===== src/rtl/rx_demux.sv =====
// rx_demux: pops header/MSB/LSB frames from the RX FIFO and hands the
// reassembled 16-bit word to the addressed consumer over a valid/ack handshake.
module rx_demux #(
    parameter int ACK_TIMEOUT = 0,
    parameter int ERR_W       = 8
) (
    input  logic             clk,
    input  logic             rst,
    input  logic [7:0]       rdata,
    input  logic             rempty,
    output logic             rinc,
    output logic [15:0]      out,
    output logic [3:0]       valid,
    input  logic [3:0]       ack,
    output logic [ERR_W-1:0] err_count
);
    localparam int TW = $clog2(ACK_TIMEOUT) + 1;

    typedef enum logic [2:0] {
        HDR_WAIT, HDR_POP, MSB_WAIT, MSB_POP, LSB_WAIT, LSB_POP, OUT_WAIT, OUT_DONE
    } state_t;

    state_t           state_q;
    logic [1:0]       sel_q;
    logic [15:0]      out_q;
    logic [3:0]       valid_q;
    logic [ERR_W-1:0] err_q, err_d;
    logic [TW-1:0]    tmo_q;
    logic             ack_sel, tmo_hit, err_inc;

    assign ack_sel = ack[sel_q];
    assign tmo_hit = (ACK_TIMEOUT > 0) && (tmo_q == TW'(ACK_TIMEOUT - 1));
    // Bad header and ack timeout live in different states, so at most one +1 per cycle.
    assign err_inc = (state_q == HDR_POP && rdata[7:2] != 6'd0) ||
                     (state_q == OUT_WAIT && !ack_sel && tmo_hit);
    assign err_d   = (err_inc && err_q != '1) ? err_q + ERR_W'(1) : err_q;

    assign rinc      = state_q inside {HDR_POP, MSB_POP, LSB_POP};
    assign out       = out_q;
    assign valid     = valid_q;
    assign err_count = err_q;

    always_ff @(posedge clk) begin
        if (rst) begin
            state_q <= HDR_WAIT;
            sel_q   <= '0;
            out_q   <= '0;
            valid_q <= '0;
            err_q   <= '0;
            tmo_q   <= '0;
        end else begin
            err_q <= err_d;
            case (state_q)
                HDR_WAIT: if (!rempty) state_q <= HDR_POP;
                HDR_POP: begin
                    if (rdata[7:2] == 6'd0) begin
                        sel_q   <= rdata[1:0];
                        state_q <= MSB_WAIT;
                    end else begin
                        state_q <= HDR_WAIT;
                    end
                end
                MSB_WAIT: if (!rempty) state_q <= MSB_POP;
                MSB_POP: begin
                    out_q[15:8] <= rdata;
                    state_q     <= LSB_WAIT;
                end
                LSB_WAIT: if (!rempty) state_q <= LSB_POP;
                LSB_POP: begin
                    out_q[7:0] <= rdata;
                    valid_q    <= 4'b0001 << sel_q;
                    tmo_q      <= '0;
                    state_q    <= OUT_WAIT;
                end
                OUT_WAIT: begin
                    tmo_q <= tmo_q + TW'(1);
                    if (ack_sel || tmo_hit) begin
                        valid_q <= '0;
                        state_q <= OUT_DONE;
                    end
                end
                OUT_DONE: if (!ack_sel) state_q <= HDR_WAIT;
                default:  state_q <= HDR_WAIT;
            endcase
        end
    end
endmodule

===== config.mk =====
export PLATFORM = sky130hd
export DESIGN_NAME = rx_demux
export DESIGN_NICKNAME = d
export VERILOG_FILES = /design/src/rtl/rx_demux.sv
export SDC_FILE = /design/constraint.sdc
export NUM_CORES = 1
export LEC_CHECK = 0
export CELL_PAD_IN_SITES_DETAIL_PLACEMENT = 0
export CELL_PAD_IN_SITES_GLOBAL_PLACEMENT = 1
export CORE_MARGIN = 1.5
export CORE_UTILIZATION = 36
export DETAILED_ROUTE_END_ITERATION = 12
export GPL_TIMING_DRIVEN = 0
export PLACE_DENSITY = 0.93
export REMOVE_ABC_BUFFERS = 1
export SYNTH_ARGS = -nofsm -noshare
export SYNTH_HDL_FRONTEND = slang
export SYNTH_SLANG_ARGS = --single-unit

===== constraint.sdc =====
create_clock -name clk -period 4.1 [get_ports clk]
set_input_delay 0.82 -clock clk [delete_from_list [all_inputs] [get_ports clk]]
set_output_delay 0.82 -clock clk [all_outputs]
set_load 0.005 [all_outputs]

Word level (Yosys, flattened, before mapping). Cells that the tools add are included.

Bits in registers: 33. Latch bits: 0. Bits in writable memories: 0. Bits in read-only memories: 0. Input bits: 15. Output and inout port bits: 29. Logic and storage cells: 43. Memories kept: 0.

$add $sub $neg: 1. $mul: 0. Div/mod/pow operators: 0. Magnitude comparators: 1. Eq/ne operators: 13. Shift operators: 1. Multiplexer cells: 11. Bitwise logic cells: 0. Reductions and logical operators: 10.

Operator list (count): one-hot mux 3 bit (8 select lines) (1); two-way mux 3 bit (5); == test 3 bit (second input constant) (4); inequality test 2 bit (second input constant) (5); adder 8 x 1 -> 8 bit (second input constant) (1); inequality test 8 bit (second input constant) (1); one-hot mux 4 bit (2 select lines) (1); == test 3 x 2 -> 1 bit (second input constant) (2); logical NOT 6 bit (1); nonzero test 6 bit (1); AND reduction 5 bit (1); two-way mux 4 bit (1); AND reduction 2 bit (2); left shift 1 x 2 -> 4 bit (first input constant) (1); == test 3 x 1 -> 1 bit (second input constant) (1); logical NOT 3 bit (1); less-than comparator 2 x 3 -> 1 bit (second input constant) (1); nonzero test 3 bit (1); binary-select mux 1 bit (select 2 bit) (1); logical AND 1 bit (2); two-way mux 2 bit (1); nonzero test 2 bit (1); two-way mux 1 bit (1).

Depth between registers and ports, before layout. Gate-level depths: netlist of the first run.

Word-level depth: 4. Mapped depth: 6. Mapped depth without buffers: 5.

Worst setup path before layout of the first run. Ideal clock, no wire load.

Kind: input to register. Start point: input rdata[3]. End point: register err_q[6] (netlist: err_count[6]). Setup time: 0.086 ns. Arrival: 1.828 ns. Required time: 4.014 ns. Path slack: 2.186 ns. Stages: 5. Path buffers: 1. Cell sequence: nor4_1 > a21bo_2 > clkbuf_8 > nor4_1 > a211oi_1.

Word-level cells in the longest chain between the ends: 3.

RTL lines: start: declaration (RTL line 9) `input logic [7:0] rdata,`; nonzero test 6 bit (RTL line 34) `assign err_inc = (state_q == HDR_POP && rdata[7:2] != 6'd0) ||`; logical AND 1 bit (RTL line 34); logical AND 1 bit (RTL line 36) `assign err_d = (err_inc && err_q != '1) ? err_q + ERR_W'(1) : err_q;`; end signal: assignment (RTL line 52) `err_q <= err_d;`; end: declaration (RTL line 27) `logic [ERR_W-1:0] err_q, err_d;`.

Every way passes these cells. A chain may end at the register's enable or synchronous reset.

==> flow_metrics.tcl, run 1 <==
set metrics [dict create \
    status "finished, final reports clean" \
    timing.fmax_mhz 386 \
    total_power_w 0.000627 \
    fin_util_pct 52.5 \
    cp.required_ns 4.27 \
    core_um2 3720 \
    hold_buffers 0 \
    setup_violations 0 \
    wl_met2_um 1610 \
    drc 0 \
    p_per_area_nw_per_um2 321 \
    regToRegEndpoint "err_count[5]" \
    preCtsSetupSlack_ns 1.21 \
    wire_per_inst_um 13.7 \
    synth_edf_count 0 \
    grt_pass1_vias 1223 \
    min_path_type "reg -> reg" \
    relSlewSlack_pct 15.8 \
    first_pass_iters 4 \
    hold_viol_final 0 \
    finalNetCount 204 \
    critPathArrivalTime_ns 2.77 \
    reg2regPathDepth 4 \
    post-route-period-util_pct 63.2 \
    crit_path_start_kind "primary input" \
    num_rows 22 \
    slew_viol_final 0 \
    crit_type "in -> reg" \
    ys_seq_area_share_pct 46.4 \
    avgSynthCellArea_um2 9.55 \
    ios 44 \
    peakVddDrop_mv 0.202 \
    grt_pass1_wl_um 5460 \
    wl_met3_um 175 \
    worst-slew-pin-transition_ns 1.26 \
    area_delta_synth_final_pct 37.0 \
    cts_sinks 33 \
    synth_top_area_share_pct 46.4 \
    cts.path.max_buffers 2 \
    hp-start "valid[3]" \
    cts_root_buffer "clkbuf_8" \
    final_common_cell "clkdlybuf4s50_1" \
    final.setup.tns_ns 0 \
    via_count 1253 \
    die_w_um 65.9 \
    fin_ws_ns 1.51 \
    worst_setup_path_end_kind "flip-flop" \
    r2r_slack_ns 2.27 \
    layout-drive-gt1-share_pct 7.41 \
    syn_inst 149 \
    die_h_um 65.9 \
    gp_congestion 0.748 \
    yosys-top-cells-area "dfxtp_1 (46%), mux2i_1 (13%), nor2_1 (6.6%), a21oi_1 (2.5%), nor4_1 (2.2%)" \
    via_per_inst 5.29 \
    ys_types 37 \
    grtUsageTotal_pct 16.5 \
    yosys.area.top_type "dfxtp_1" \
    yosysWarnings 0 \
    finalCriticalPeriod_ns 2.59 \
    cellLeakagePower_nw 0.790 \
    top_layer "met4" \
    postCtsSetupBuffers 0 \
    rsz0062_at_grt "no" \
    cts_tree "yes" \
    hold_path_end "valid[3]" \
    synth-seq-cells 33 \
    postSynth.asyncResetShare_pct 0 \
    critPathMaxFanout 36 \
    synthesis.area_um2 1420 \
    maxCapViolCount 0 \
    first_iter_violations 80 \
    clk_pin_slew_ns 0.07 \
    dp_hpwl_um 2330 \
    grt_max_degree 37 \
    cts_resized 0 \
    min_path_cells 1 \
    final_cell_mix "clkdlybuf4s50_1 (43), dfxtp_1 (33), nor2_1 (25), mux2i_1 (18)" \
    n_antenna_cell 0 \
    htree_levels 2 \
    routed_wl_um 3260 \
    antenna_found_initial 0 \
    io_buffers 43 \
    clock_skew_ns 0.00847 \
    cts_buffers 5 \
    r2r-start "state_q[0]" \
    initial_core_util_pct 38.3 \
    dieArea_um2 4340 \
    detail-route-antenna-nets 0 \
    grt-ovfl-total 0 \
    fillers 335 \
    clock_latency_ns 0.28 \
    drt-met1-wl_um 1410 \
    synth_flop_cell "dfxtp_1" \
]
-- layer usage --
metal	up-vias	global-route usage, %
met5	-	0
met4	0	5.99
met3	8	5.28
met2	40	28.0
met1	591	19.3
li1	614	-
-- final cells by class --
cell class,instances,area (um^2),share of cell area (%)
clock buffer,7,96.3,4.94
clock inverter,1,5.00,0.257
inverter,5,18.8,0.963
multi-input combinational,100,678,34.8
sequential,33,661,33.9
tap,48,60.1,3.08
timing repair buffer,43,430,22.1
-- worst max-delay path, cell delays in order --
cell and delay, ns:
clkdlybuf4s50_1 1.31, a21oi_1 0.08, o2bb2ai_1 0.24, a22o_1 0.31
-- synth_stat cells, types with 2 or more instances --
cell	instances
or3_1	2
o31ai_1	3
a22o_1	2
nand3_1	6
nand2_1	3
nor2_1	25
a21oi_1	7
mux2i_1	18
a211oi_1	3
mux2_2	2
a32o_1	2
dfxtp_1	33
nor4_1	5
nor3_1	2
o21ai_0	2
inv_1	5
or4_1	2
buf_2	2
buf_1	2
nor2b_1	3
clkbuf_1	4
-- registers in the layout (all words and copies together) (netlist names) --
register,count
state_q,3
out,16
valid,4
err_count,8
sel_q,2
-- how the worst max path moves through the flow --
stage / startpoint / to / slack, ns / cells after the start
floorplan: rdata[3] / err_count[5] / 2.13 / 4
global placement: rst / valid[0] / 1.32 / 4
detailed placement: rst / valid[0] / 1.21 / 4
CTS: rst / valid[0] / 1.53 / 4
global route: rst / valid[0] / 1.38 / 4
finish: rst / valid[0] / 1.51 / 4
-- through the flow --
stage	instances	area, um^2	hold WS, ns
2_1_floorplan	138	1360	0.466
3_3_place_gp	229	1850	0.454
3_5_place_dp	229	1850	0.464
4_1_cts	237	1950	0.480
5_1_grt	237	1950	0.499
6_report	237	1950	0.477
-- kinds of logic (layout without fill, tap and decap cells) --
| kind of cell | Yosys count | count (layout) | synth area share [%] |
|---|---|---|---|
| buf+inv | 16 | 56 | 5.89 |
| mux | 21 | 21 | 15.8 |
| compound gates | 25 | 25 | 12.5 |
| fa+ha+maj | 1 | 1 | 0.879 |
| simple gates | 53 | 53 | 18.5 |
| flops | 33 | 33 | 46.4 |
-- where the power goes --
part	switching [W]	leakage (nW)	internal [W]
registers	0.00000241	0.266	0.000322
clock network	0.000114	0.0542	0.000152
logic	0.0000168	0.470	0.0000200
(Power assumes the default switching activity.)
==> run 2: changes to the inputs <==
CORE_UTILIZATION = 34   (was 36)
PLACE_DENSITY = 0.89   (was 0.93)
clock period = 2.6 ns   (was 4.1 ns; I/O delays follow)
==> run 2 against run 1 <==
- sequential power is 58% higher
- worst hold slack lost 0.0043 ns
- critical path depth unchanged
- final cell count grew 0.42%
- count of clock-buffer cells in the layout stayed put
- first-iteration DRC count fell by 2.5%
- power up 52%
- non-clock buffer count did not move
- worst setup slack worse by 1.2 ns
- utilization is 4.0 points lower
- clock skew down 0.0056 ns
- flip-flop and latch count unchanged
- critical endpoint is now valid[2]
==> flow_metrics.tcl, run 2 (synthesized netlist as in run 1, its figures left out) <==
set metrics [dict create \
    cts_sinks 33 \
    clock_latency_ns 0.28 \
    whs_ns 0.473 \
    crit_type "in -> reg" \
    intPower_w 0.000749 \
    num_rows 23 \
    post-route-period-util_pct 88.1 \
    cts.path.max_buffers 2 \
    grtUsageTotal_pct 13.7 \
    drc 0 \
    antenna_found_initial 0 \
    status "finished, final reports clean" \
    initial_core_util_pct 35.6 \
    peakVddDrop_mv 0.295 \
    slew_viol_final 0 \
    dieArea_um2 4580 \
    power.share.combinational_pct 6.1 \
    cellLeakagePower_nw 0.781 \
    via_count 1209 \
    first_iter_violations 78 \
    hold_viol_final 0 \
    postCtsSetupBuffers 0 \
    final_common_cell "clkdlybuf4s50_1" \
    maxCapViolCount 0 \
    cp.depth 4 \
    finalNetCount 204 \
    die_h_um 67.7 \
    detail-route-antenna-nets 0 \
    die_w_um 67.7 \
    rsz0062_at_grt "no" \
    final_cell_mix "clkdlybuf4s50_1 (43), dfxtp_1 (33), nor2_1 (25), mux2i_1 (18), a21oi_1 (7)" \
    clkPwrFrac_pct 40.0 \
    grt_pass1_wl_um 4630 \
    p_switching_w 0.000200 \
    regToRegEndpoint "err_count[7]" \
    ios 44 \
    relSlewSlack_pct 15.6 \
    cts_root_buffer "clkbuf_8" \
    timing.fmax_mhz 437 \
    finalCriticalPeriod_ns 2.29 \
    htree_levels 2 \
    first_pass_iters 4 \
    clk_pin_slew_ns 0.06 \
    via_per_inst 5.08 \
    p_sw_share_pct 21.1 \
    critPathArrivalTime_ns 2.47 \
    area_delta_synth_final_pct 36.1 \
    n_antenna_cell 0 \
    routed_wl_um 2960 \
    cts_tree "yes" \
    r2r-start "state_q[0]" \
    gp_congestion 0.745 \
    largest_register_ffs 16 \
    p_seq_share_pct 53.9 \
    hold_buffers 0 \
    setup_violations 0 \
    worst_setup_path_end_kind "flip-flop" \
    wire_per_inst_um 12.4 \
    crit_slowest_cell "clkdlybuf4s50_1" \
    placed_cell_area_um2 1850 \
    grt_max_degree 37 \
    cts_resized 0 \
    grt_pass1_vias 1029 \
    layout-drive-gt1-share_pct 6.38 \
    cts_buffers 5 \
    worst-slew-pin-transition_ns 1.26 \
    reg2regPathDepth 4 \
    grt-ovfl-total 0 \
    cp.required_ns 2.78 \
    r2r_slack_ns 0.82 \
    worstPathCellList "clkdlybuf4s50_1 > a21oi_1 > o2bb2ai_1 > a22o_1" \
    crit_path_start_kind "primary input" \
    min_path_type "reg -> reg" \
    critPathMaxStageDelay_ns 1.31 \
    critPathMaxFanout 36 \
    crit_start "rst" \
    core_um2 4000 \
    io_buffers 43 \
    crit_buf_inv 1 \
    crit_end "valid[2]" \
    dp_hpwl_um 2040 \
    final_area_um2 1940 \
    crit_family "buffers and inverters" \
    p_per_area_nw_per_um2 490 \
    clock_skew_ns 0.00282 \
]
[run 2: cell count changes in the layout (fill, tap and decap cells not counted), sizes merged]
cell,delta
clkinv,-1
[run 2: power by group through the flow]
stage	sequential [W]	combinational, W	clock (W)
after floorplan	0.000522	0.0000168	0
after global placement	0.000523	0.0000579	0
after detailed placement	0.000523	0.0000581	0
after CTS	0.000512	0.0000583	0.000394
after global routing	0.000512	0.0000629	0.000417
final	0.000512	0.0000576	0.000380
[run 2: worst reg2reg max path, stage by stage (launching register included)]
cell	delay, ns
dfxtp_1	0.46
nor3b_2	0.23
a21bo_2	0.33
nor4_1	0.29
mux2_2	0.37
[run 2: through the flow]
stage               total power (W)  TNS [ns]  setup WS (ns)  instances  util [%]
detailed placement         0.000581  -0.00842       -0.00596        231      46.3
global placement           0.000581   -0.0498        -0.0223        231      46.3
global route               0.000992         0          0.128        238      48.4
CTS                        0.000964         0          0.297        238      48.4
finish                     0.000949         0          0.309        238      48.4
floorplan                  0.000539         0          0.931        138         -
[run 2: cell type report]
type | instances | area [um^2]
sequential | 33 | 661
clock buffer | 7 | 86.3
multi-input combinational | 100 | 678
timing repair buffer | 43 | 430
tap | 50 | 62.6
inverter | 5 | 18.8
fill | 408 | 2060
[run 2: worst min-delay path by stage]
stage | start | to | slack (ns) | cells past startpoint
2_1_floorplan | valid[1] | valid[1] | 0.47 | 1
3_3_place_gp | valid[1] | valid[1] | 0.46 | 1
3_5_place_dp | valid[1] | valid[1] | 0.46 | 1
4_1_cts | valid[1] | valid[1] | 0.48 | 1
5_1_grt | valid[1] | valid[1] | 0.49 | 1
6_report | valid[1] | valid[1] | 0.47 | 1
[run 2: layer usage]
layer	global-route usage [%]	share of wire [%]
met4	5.61	1.7
met2	21.0	44
met5	0	0
met3	6.50	6.9
met1	16.5	47
==> run 3: changes to the inputs <==
CORE_MARGIN = 2   (was 1.5)
CORE_UTILIZATION = 25   (was 34)
PLACE_DENSITY = 0.72   (was 0.89)
==> run 3 against run 2 <==
- die area increased by 38%
- power fell by 1.4%
- final area is 1.2% higher
- wire length grew 6.7%
- global-route usage fell by 2.9 points
- highest routed layer unchanged
==> flow_metrics.tcl, run 3 (synthesized netlist as in run 1, its figures left out) <==
set metrics [dict create \
    min_path_type "reg -> reg" \
    clock_skew_ns 0.00817 \
    die_w_um 79.4 \
    largest_register_ffs 16 \
    hold_viol_final 0 \
    critPathArrivalTime_ns 2.53 \
    post-route-period-util_pct 90.2 \
    via_count 1206 \
    cp.required_ns 2.78 \
    timing.fmax_mhz 426 \
    cts_root_buffer "clkbuf_8" \
    detail-route-antenna-nets 0 \
    postCtsSetupBuffers 0 \
    preCtsSetupSlack_ns -0.0397 \
    n_antenna_cell 0 \
    dieArea_um2 6310 \
    cts_buffers 5 \
    p_per_area_nw_per_um2 478 \
    htree_levels 2 \
    grt_pass1_vias 1108 \
    worst-slew-pin-transition_ns 1.34 \
    cellLeakagePower_nw 0.781 \
    cts_resized 0 \
    routed_wl_um 3160 \
    cts_sinks 33 \
    clk_pin_slew_ns 0.07 \
    finalNetCount 204 \
    final_common_cell "clkdlybuf4s50_1" \
    slew_viol_final 0 \
    drc 0 \
    ios 44 \
    worst_setup_path_end_kind "flip-flop" \
    io_buffers 43 \
    antenna_found_initial 0 \
    status "finished, final reports clean" \
    relSlewSlack_pct 10.7 \
    first_iter_violations 46 \
    crit_type "in -> reg" \
    whs_ns 0.472 \
    maxCapViolCount 0 \
    grt_max_degree 37 \
    finalCriticalPeriod_ns 2.35 \
    initial_core_util_pct 25.8 \
    final_cell_mix "clkdlybuf4s50_1 (43), dfxtp_1 (33), nor2_1 (25), mux2i_1 (18), a21oi_1 (7)" \
    final_cells 261 \
    num_rows 27 \
    hold_buffers 0 \
    gp_congestion 0.717 \
    first_pass_iters 4 \
    clock_latency_ns 0.28 \
    rsz0062_at_grt "no" \
    grt-ovfl-total 0 \
    dp.cells 253 \
    cts_tree "yes" \
    critPathMaxFanout 36 \
    r2r_slack_ns 0.78 \
    final.setup.tns_ns 0 \
    die_h_um 79.4 \
    grt_pass1_wl_um 5330 \
    setup_violations 0 \
    peakVddDrop_mv 0.216 \
    fin_ws_ns 0.254 \
    crit_path_start_kind "primary input" \
    core_um2 5510 \
    cts.path.max_buffers 2 \
    grtUsageTotal_pct 10.8 \
    dp_hpwl_um 2140 \
    wire_per_inst_um 12.1 \
    area_delta_synth_final_pct 37.8 \
    via_per_inst 4.62 \
    layout-drive-gt1-share_pct 6.88 \
]
run 3: changes by cell type in the layout (fill, tap and decap cells not counted), sizes merged:
cell and change:
clkbuf -1, clkinv +2
run 3: cell type report:
type | instances | area (um^2)
Timing Repair Buffer | 43 | 430
Clock buffer | 6 | 72.6
Tap cell | 72 | 90.1
Multi-Input combinational cell | 100 | 678
Clock inverter | 2 | 10.0
Inverter | 5 | 18.8
Sequential cell | 33 | 661
Fill cell | 557 | 3550
run 3: final timing paths:
| kind | cells after the start | startpoint | endpoint |
|---|---|---|---|
| worst max-delay path | 4 | rst | valid[2] |
| worst min-delay path | 1 | valid[1] | valid[1] |
| worst max register to register | 4 | state_q[0] | err_count[5] |
| worst min register to register | 1 | valid[1] | valid[1] |
run 3: metrics by stage:
step	power (W)	utilization [%]	instance area (um^2)
3_5_place_dp	0.000582	34.1	1880
3_3_place_gp	0.000582	34.1	1880
5_1_grt	0.000986	35.6	1960
6_report	0.000937	35.6	1960
2_1_floorplan	0.000539	-	1360
4_1_cts	0.000957	35.6	1960
run 3: worst max-delay path, stage by stage:
cell	delay, ns
clkdlybuf4s50_1	1.36
a21oi_1	0.08
o2bb2ai_1	0.24
a22o_1	0.31
run 3: routing by layer:
| metal | vias up | GRT usage (%) | part of all wire (%) |
|---|---|---|---|
| li1 | 610 | - | - |
| met1 | 554 | 14.3 | 48 |
| met2 | 37 | 16.1 | 44 |
| met3 | 5 | 3.85 | 6.4 |
| met4 | 0 | 4.14 | 1.6 |
| met5 | - | 0 | 0 |
run 3: where the power goes:
group          total (W)  internal [W]  switching, W  leakage [nW]
clock           0.000366      0.000185      0.000181        0.0450
combinational  0.0000582     0.0000315     0.0000267         0.470
sequential      0.000512      0.000508    0.00000393         0.266
